===== src/rtl/ofs_fim_axi_mmio_csr_pkg.sv =====
// Shared types and AXI encodings for the AXI MMIO to CSR bridge.
// Imported by the bridge top and its timeout counter.
package ofs_fim_axi_mmio_csr_pkg;

   typedef enum logic [2:0] {
      IDLE,
      WR_DATA,
      WR_CSR,
      WR_RESP,
      RD_CSR,
      RD_RESP
   } state_e;

   localparam logic [1:0] AXI_RESP_OKAY   = 2'b00;
   localparam logic [1:0] AXI_RESP_SLVERR = 2'b10;

   localparam logic [1:0] AXI_BURST_FIXED = 2'b00;
   localparam logic [1:0] AXI_BURST_INCR  = 2'b01;
   localparam logic [1:0] AXI_BURST_WRAP  = 2'b10;

endpackage


===== src/rtl/ofs_fim_axi_mmio_csr_timer.sv =====
// Per-beat CSR timeout counter: counts cycles while run is high.
// expired flags the last allowed cycle; TIMEOUT = 0 never expires.
module ofs_fim_axi_mmio_csr_timer
   import ofs_fim_axi_mmio_csr_pkg::*;
#(
   parameter int TIMEOUT = 512
) (
   input  logic clk,
   input  logic rst_n,
   input  logic clr,
   input  logic run,
   output logic expired
);

   localparam int CW = $clog2(TIMEOUT + 2);
   localparam logic [CW-1:0] LIMIT = CW'((TIMEOUT == 0) ? 0 : TIMEOUT - 1);

   logic [CW-1:0] cnt_q, cnt_d;

   always_comb begin
      cnt_d = '0;
      if (run && !clr) cnt_d = cnt_q + 1'b1;
   end

   always_ff @(posedge clk) begin
      if (!rst_n) cnt_q <= '0;
      else        cnt_q <= cnt_d;
   end

   // cnt_q holds the number of completed request cycles before this one
   assign expired = (TIMEOUT != 0) && run && (cnt_q == LIMIT);

endmodule


===== src/rtl/ofs_fim_axi_mmio_csr_bridge.sv =====
// AXI-4 MMIO slave that serializes every burst beat into one CSR request,
// one transaction at a time, with a per-beat CSR acknowledge timeout.
module ofs_fim_axi_mmio_csr_bridge
   import ofs_fim_axi_mmio_csr_pkg::*;
#(
   parameter int ID_WIDTH    = 10,
   parameter int ADDR_WIDTH  = 21,
   parameter int DATA_WIDTH  = 64,
   parameter int CSR_TIMEOUT = 512
) (
   input  logic                    clk,
   input  logic                    rst_n,
   input  logic                    awvalid,
   output logic                    awready,
   input  logic [ID_WIDTH-1:0]     awid,
   input  logic [ADDR_WIDTH-1:0]   awaddr,
   input  logic [7:0]              awlen,
   input  logic [1:0]              awburst,
   input  logic [2:0]              awsize,
   input  logic                    awlock,
   input  logic [3:0]              awcache,
   input  logic [2:0]              awprot,
   input  logic [3:0]              awqos,
   input  logic                    awuser,
   input  logic                    wvalid,
   output logic                    wready,
   input  logic [DATA_WIDTH-1:0]   wdata,
   input  logic [DATA_WIDTH/8-1:0] wstrb,
   input  logic                    wlast,
   input  logic                    wuser,
   output logic                    bvalid,
   input  logic                    bready,
   output logic [ID_WIDTH-1:0]     bid,
   output logic [1:0]              bresp,
   output logic                    buser,
   input  logic                    arvalid,
   output logic                    arready,
   input  logic [ID_WIDTH-1:0]     arid,
   input  logic [ADDR_WIDTH-1:0]   araddr,
   input  logic [7:0]              arlen,
   input  logic [1:0]              arburst,
   input  logic [2:0]              arsize,
   input  logic                    arlock,
   input  logic [3:0]              arcache,
   input  logic [2:0]              arprot,
   input  logic [3:0]              arqos,
   input  logic                    aruser,
   output logic                    rvalid,
   input  logic                    rready,
   output logic [ID_WIDTH-1:0]     rid,
   output logic [DATA_WIDTH-1:0]   rdata,
   output logic [1:0]              rresp,
   output logic                    rlast,
   output logic                    ruser,
   output logic                    csr_req,
   output logic                    csr_write,
   output logic [ADDR_WIDTH-1:0]   csr_addr,
   output logic [DATA_WIDTH-1:0]   csr_wdata,
   output logic [DATA_WIDTH/8-1:0] csr_wstrb,
   input  logic                    csr_ack,
   input  logic [DATA_WIDTH-1:0]   csr_rdata,
   input  logic                    csr_err
);

   localparam int STRB_W = DATA_WIDTH / 8;
   localparam logic [ADDR_WIDTH-1:0] STEP       = ADDR_WIDTH'(STRB_W);
   localparam logic [ADDR_WIDTH-1:0] ALIGN_MASK = ~ADDR_WIDTH'(STRB_W - 1);

   state_e                  state_q, state_d;
   logic                    last_wr_q, last_wr_d;
   logic [ID_WIDTH-1:0]     id_q, id_d;
   logic [ADDR_WIDTH-1:0]   addr_q, addr_d;
   logic [8:0]              beats_q, beats_d;
   logic [1:0]              burst_q, burst_d;
   logic [DATA_WIDTH-1:0]   wdata_q, wdata_d;
   logic [STRB_W-1:0]       wstrb_q, wstrb_d;
   logic                    berr_q, berr_d;
   logic [DATA_WIDTH-1:0]   rdata_q, rdata_d;
   logic [1:0]              rresp_q, rresp_d;

   logic grant_wr, grant_rd, in_csr, tmo, beat_done, beat_err;
   logic unused_ok;

   // Ties go to whichever direction was not served last
   assign grant_wr  = awvalid && (!arvalid || !last_wr_q);
   assign grant_rd  = arvalid && !grant_wr;
   assign in_csr    = (state_q == WR_CSR) || (state_q == RD_CSR);
   assign beat_done = in_csr && (csr_ack || tmo);
   assign beat_err  = csr_ack ? csr_err : 1'b1;

   ofs_fim_axi_mmio_csr_timer #(
      .TIMEOUT (CSR_TIMEOUT)
   ) u_timer (
      .clk     (clk),
      .rst_n   (rst_n),
      .clr     (beat_done),
      .run     (in_csr),
      .expired (tmo)
   );

   always_ff @(posedge clk) begin
      if (!rst_n) state_q <= IDLE;
      else        state_q <= state_d;
   end

   // beats_q is decremented as each beat completes, so 1 in WR_CSR means last
   always_comb begin
      state_d = state_q;
      case (state_q)
         IDLE:    if (grant_wr) state_d = WR_DATA;
                  else if (grant_rd) state_d = RD_CSR;
         WR_DATA: if (wvalid) state_d = WR_CSR;
         WR_CSR:  if (beat_done) state_d = (beats_q == 9'd1) ? WR_RESP : WR_DATA;
         WR_RESP: if (bready) state_d = IDLE;
         RD_CSR:  if (beat_done) state_d = RD_RESP;
         RD_RESP: if (rready) state_d = (beats_q == 9'd0) ? IDLE : RD_CSR;
         default: state_d = IDLE;
      endcase
   end

   always_comb begin
      last_wr_d = last_wr_q;
      id_d      = id_q;
      addr_d    = addr_q;
      beats_d   = beats_q;
      burst_d   = burst_q;
      wdata_d   = wdata_q;
      wstrb_d   = wstrb_q;
      berr_d    = berr_q;
      rdata_d   = rdata_q;
      rresp_d   = rresp_q;
      if (state_q == IDLE) begin
         if (grant_wr) begin
            last_wr_d = 1'b1;
            id_d      = awid;
            addr_d    = awaddr & ALIGN_MASK;
            beats_d   = {1'b0, awlen} + 9'd1;
            burst_d   = awburst;
            berr_d    = 1'b0;
         end else if (grant_rd) begin
            last_wr_d = 1'b0;
            id_d      = arid;
            addr_d    = araddr & ALIGN_MASK;
            beats_d   = {1'b0, arlen} + 9'd1;
            burst_d   = arburst;
         end
      end
      if ((state_q == WR_DATA) && wvalid) begin
         wdata_d = wdata;
         wstrb_d = wstrb;
      end
      if (beat_done) begin
         beats_d = beats_q - 9'd1;
         if (burst_q != AXI_BURST_FIXED) addr_d = addr_q + STEP;
         if (state_q == WR_CSR) begin
            berr_d = berr_q | beat_err;
         end else begin
            rdata_d = csr_ack ? csr_rdata : '0;
            rresp_d = beat_err ? AXI_RESP_SLVERR : AXI_RESP_OKAY;
         end
      end
   end

   always_ff @(posedge clk) begin
      if (!rst_n) begin
         last_wr_q <= 1'b0;
         id_q      <= '0;
         addr_q    <= '0;
         beats_q   <= '0;
         burst_q   <= AXI_BURST_FIXED;
         wdata_q   <= '0;
         wstrb_q   <= '0;
         berr_q    <= 1'b0;
         rdata_q   <= '0;
         rresp_q   <= AXI_RESP_OKAY;
      end else begin
         last_wr_q <= last_wr_d;
         id_q      <= id_d;
         addr_q    <= addr_d;
         beats_q   <= beats_d;
         burst_q   <= burst_d;
         wdata_q   <= wdata_d;
         wstrb_q   <= wstrb_d;
         berr_q    <= berr_d;
         rdata_q   <= rdata_d;
         rresp_q   <= rresp_d;
      end
   end

   // Address readies are combinational on valid, so keep them quiet in reset
   assign awready   = rst_n && (state_q == IDLE) && grant_wr;
   assign arready   = rst_n && (state_q == IDLE) && grant_rd;
   assign wready    = (state_q == WR_DATA);
   assign bvalid    = (state_q == WR_RESP);
   assign bid       = id_q;
   assign bresp     = berr_q ? AXI_RESP_SLVERR : AXI_RESP_OKAY;
   assign buser     = 1'b0;
   assign rvalid    = (state_q == RD_RESP);
   assign rid       = id_q;
   assign rdata     = rdata_q;
   assign rresp     = rresp_q;
   assign rlast     = (state_q == RD_RESP) && (beats_q == 9'd0);
   assign ruser     = 1'b0;
   assign csr_req   = in_csr;
   assign csr_write = (state_q == WR_CSR);
   assign csr_addr  = addr_q;
   assign csr_wdata = wdata_q;
   assign csr_wstrb = wstrb_q;

   assign unused_ok = ^{awsize, awlock, awcache, awprot, awqos, awuser, wuser, wlast,
                        arsize, arlock, arcache, arprot, arqos, aruser};

endmodule


===== config.mk =====
export PLATFORM = sky130hd
export DESIGN_NAME = ofs_fim_axi_mmio_csr_bridge
export DESIGN_NICKNAME = d
export VERILOG_FILES = /design/src/rtl/ofs_fim_axi_mmio_csr_pkg.sv /design/src/rtl/ofs_fim_axi_mmio_csr_timer.sv /design/src/rtl/ofs_fim_axi_mmio_csr_bridge.sv
export SDC_FILE = /design/constraint.sdc
export NUM_CORES = 1
export LEC_CHECK = 0
export ABC_CLOCK_PERIOD_IN_PS = 2700
export BUFFER_PORTS_ARGS = -buffer_cell sky130_fd_sc_hd__buf_2
export CELL_PAD_IN_SITES_DETAIL_PLACEMENT = 0
export CELL_PAD_IN_SITES_GLOBAL_PLACEMENT = 1
export CORE_AREA = 2 2 174 176
export CTS_CLUSTER_DIAMETER = 50
export DETAILED_ROUTE_END_ITERATION = 7
export DIE_AREA = 0 0 176 178
export PLACE_DENSITY = 0.74
export SYNTH_ARGS = -nofsm -noshare
export SYNTH_HDL_FRONTEND = slang
export SYNTH_HIERARCHICAL = 1
export SYNTH_SLANG_ARGS = --single-unit

===== constraint.sdc =====
create_clock -name clk -period 2.7 [get_ports clk]
set_input_delay 0.27 -clock clk [delete_from_list [all_inputs] [get_ports clk]]
set_output_delay 0.27 -clock clk [all_outputs]
set_load 0.005 [all_outputs]

==> results.md <==
Setup path:
- The worst setup path is captured at a flop.
- The critical setup path kind is reg -> reg.
- At the worst endpoint, the required time is 3.04 ns.
- For the worst setup path, the data arrival time is 2.80 ns.
- In this run the critical register-to-register path is captured at beats_q[5].
- Counting cells, the worst reg-to-reg path comes to 8.
- The kind of launch point of the worst setup path is a flop.
- The launch instance of the worst register-to-register path is u_timer/cnt_q[0].
- The maximum net fanout on the critical path is 6.
- The setup slack on the worst flop-to-flop path is 0.24 ns.

Timing:
- The ratio of final minimum period to clock period is 91.2%.
- The clock period could shrink to 2.46 ns.
- The count of pins over their slew limit was 0.
- At the pin with the least slew margin, the transition time is 0.725 ns.
- The clock arrives with 0.00872 ns of skew.
- The upper clock frequency limit is 406 MHz.
- Final hold analysis gives a worst-case slack of 0.0662 ns.
- Setup repair after global routing left no endpoint under its margin.
- In this run the tightest slew margin relative to its limit is 51.6%.
- The worst path setup slack after routing is 0.238 ns.
- The final number of hold-violating endpoints is 0.
- Setup violations remaining at the end of the flow were counted as 0.
- The setup TNS is 0 ns.

Placement:
- The placed instance area is 0.0106 sq mm.
- The setup slack after placement is 0.139 ns.
- The wire-length estimate of the detail-placed layout is 20.0 mm.
- The number of buffer cells added on primary ports is 407.
- The cell count after placement is 1736.
- The final weighted congestion in routability-driven placement is 0.808.

Finish:
- The area growth from synthesis to layout is 36.8%.
- Leaving out filler cells and counting taps, the final layout contains 1767.
- After the last flow step, the layout net total stands at 1632.
- Of the cells placed in the final design, the portion with a size suffix greater than 1 is 35.5%.
- The final standard cell utilization of the core is 38.0%.
- The finished cells cover 0.0112 sq mm.
- The antenna diode instance count is 0.

Global route:
- The total global-route track usage is 17.1%.
- The total overflow reported by the global router is 0.
- The first global-routing pass estimated 42.4 mm of wire.
- The via count of the first global-routing pass is 7874.
- The pin count of the biggest net entering global routing is 74.
- The initial antenna violation count is 0.

Logic synthesis:
- The mean instance size in the synthesized netlist is 8.19 sq um.
- Counting flops with an async set or reset pin after synthesis yields a share of 0%.
- The largest area contributor in the synthesized netlist is dfxtp_1.
- The distinct cell type count of the synthesized netlist is 64.
- Summing every instance area after synthesis gives 0.00816 sq mm.
- After synthesis, the largest area contributor takes up 47.6% of total cell area.
- Summing the sequential cell areas from Yosys gives 47.6% of the chip area.
- Ranked by instance count, the synthesized netlist is headed by 202 x nand2_1, 194 x dfxtp_1, 114 x nor2_1.
- The total of warnings raised by yosys is 6.
- Synthesis inferred 194 register bits.
- nand2_1 is the most common cell in the netlist.
- The gate count of the mapped netlist is 997.
- Sorting the synthesized cells by area gives the leading types as dfxtp_1 48%, nand2_1 9.3%, a22oi_1 7.0%.
- The synthesized design contains 0 enable-type register cells.
- The most used flip-flop cell after synthesis is dfxtp_1.

Power and ir drop:
- The net switching share of the total power is 36.4%.
- In this run the power spent charging and discharging nets is 3.44 mW.
- Internal power comes to 6.01 mW.
- The share of total power dissipated in combinational logic is 33.6%.
- Registers are responsible for 39.4% of the overall power.
- Dividing total power by cell area gives a power density of 846 mW/mm^2.
- The clock network fraction of design power is 27.0%.
- In this run the static leakage power is 5.01 nW.
- Summing internal, switching and leakage power gives 9.44 mW.
- The worst vdd rail ir drop is 0.413 mV.

Worst hold path:
- The class of the tightest hold or removal check is in -> reg.
- The worst hold path passes through 3 cells.
- The endpoint with the worst hold slack is csr_wdata[35].
- The worst hold path begins at wdata[35].

Outcome:
- The flow ran to the end, and the final reports show no timing, DRC or antenna violations.

Clock network:
- The insertion delay to the later sink of the worst-skew pair is 0.43 ns.
- After clock tree synthesis, the clock-pin slew on the worst setup and hold paths is 0.08 ns.
- The hold-fix buffer count after cts is 0.
- The number of clock sinks is 194.
- In this run the deepest clock path goes through 2 buffers.
- TritonCTS built the clock tree.
- The maximum level of the CTS H-tree is 4.
- TritonCTS created 17 clock buffers.
- The root buffer selected by CTS is clkbuf_16.

Drt:
- The violation count after the first detailed-routing iteration is 540.
- The first detailed-routing pass took 5 iterations.
- Summing over every cut layer, the via total after detailed routing is 8419.
- The number of vias per cell after detailed routing is 4.76.
- In the final routed layout, each cell accounts on average for 15.7 microns.
- After detailed routing, the number of remaining DRC violations is 0.
- The wire length after detailed routing is 27.8 mm.
- In this run the remaining antenna-violating nets after routing total 0.

Die:
- The die outline area is 0.0313 sq mm.
- Measured along the x axis, the die boundary spans 176 microns.
- Once the floorplan was initialized, standard cells occupied 27.8% of the core.
- The floorplan has 63 rows.
- In this run the count of I/O pins placed on the die edge is 452.
- The floorplan core area is 0.0294 sq mm.
- The die height is 178 microns.

Flow run:
- Across the run, the number of max-cap violations was 0.
-- cells in the final DEF, fill, tap and decap left out, types with 6 or more instances in the layout --
cell       instances
buf_2            407
nand2_1          202
dfxtp_1          194
nor2_1           114
a21oi_1           96
a22oi_1           76
nand3_1           25
buf_4             20
o21ai_0           19
clkbuf_16         17
a31oi_1           16
inv_1             12
a311oi_1          12
nor3_1            11
xnor2_1           11
or3_1             11
and3_1             8
xor2_1             7
ha_1               6
buf_12             6
-- layout make-up --
cell class | instances | area (sq um)
Clock buffer | 17 | 425
Clock inverter | 14 | 145
Fill cell | 3121 | 18200
Inverter | 14 | 55.1
Multi-Input combinational cell | 705 | 3860
Sequential cell | 194 | 3880
Tap cell | 390 | 488
Timing Repair Buffer | 433 | 2310
-- power groups by stage --
stage / Sequential (mW) / Combinational, mW / Clock (mW)
floorplan: 3.77 / 1.95 / 0
finish: 3.72 / 3.17 / 2.55
detailed placement: 3.78 / 3.18 / 0
global route: 3.80 / 3.55 / 2.75
global placement: 3.76 / 3.18 / 0
CTS: 3.72 / 3.20 / 2.65
-- kinds of logic after synthesis --
logic type	share of synthesized area, %
and+or+nand+nor	22.0
DFF	47.6
muxes	0.904
other	0.0459
xor gates and xnor gates	1.93
buffers and inverters	5.83
AOI/OAI and AO/OA	20.8
adders and majority gates	0.920
-- state kept, by name (all words and copies together) (netlist names) --
register / count
burst_q: 2
csr_wdata: 64
csr_wstrb: 8
last_wr_q: 1
csr_addr: 21
rdata: 64
state_q: 3
beats_q: 9
bid: 10
u_timer/cnt_q: 10
rresp: 1
berr_q: 1
-- critical path: stages (launching register included) --
cell and delay, ns:
dfxtp_1 0.39, ha_1 0.22, nand4_1 0.26, nor4_4 0.25, o21ba_2 0.23, nand2_1 0.17, nor4_2 0.29, mux2_2 0.37
a211oi_1 0.20
-- metal layers --
| metal | up-vias | part of all wire (%) | global-route usage (%) |
|---|---|---|---|
| met5 | - | 0 | 0 |
| met4 | 0 | 1.8 | 5.37 |
| met3 | 30 | 6.6 | 4.67 |
| met2 | 275 | 48 | 27.9 |
| met1 | 3905 | 43 | 21.9 |
| li1 | 4209 | - | - |
-- worst max-delay path by stage --
stage                 endpoint              from  cells after the start
floorplan           beats_q[5]        state_q[2]                     10
global placement    beats_q[5]  u_timer/cnt_q[0]                      8
detailed placement  beats_q[5]  u_timer/cnt_q[0]                      8
CTS                 beats_q[5]  u_timer/cnt_q[0]                      8
global route        beats_q[5]  u_timer/cnt_q[0]                      8
finish              beats_q[5]  u_timer/cnt_q[0]                      8
-- timing repair --
action / CTS / global route
gates resized for setup: 0 / 3
endpoints found under the setup margin: 0 / 3
buffers inserted: 0 / 0
No activity file was read; power rests on OpenSTA's default activity.
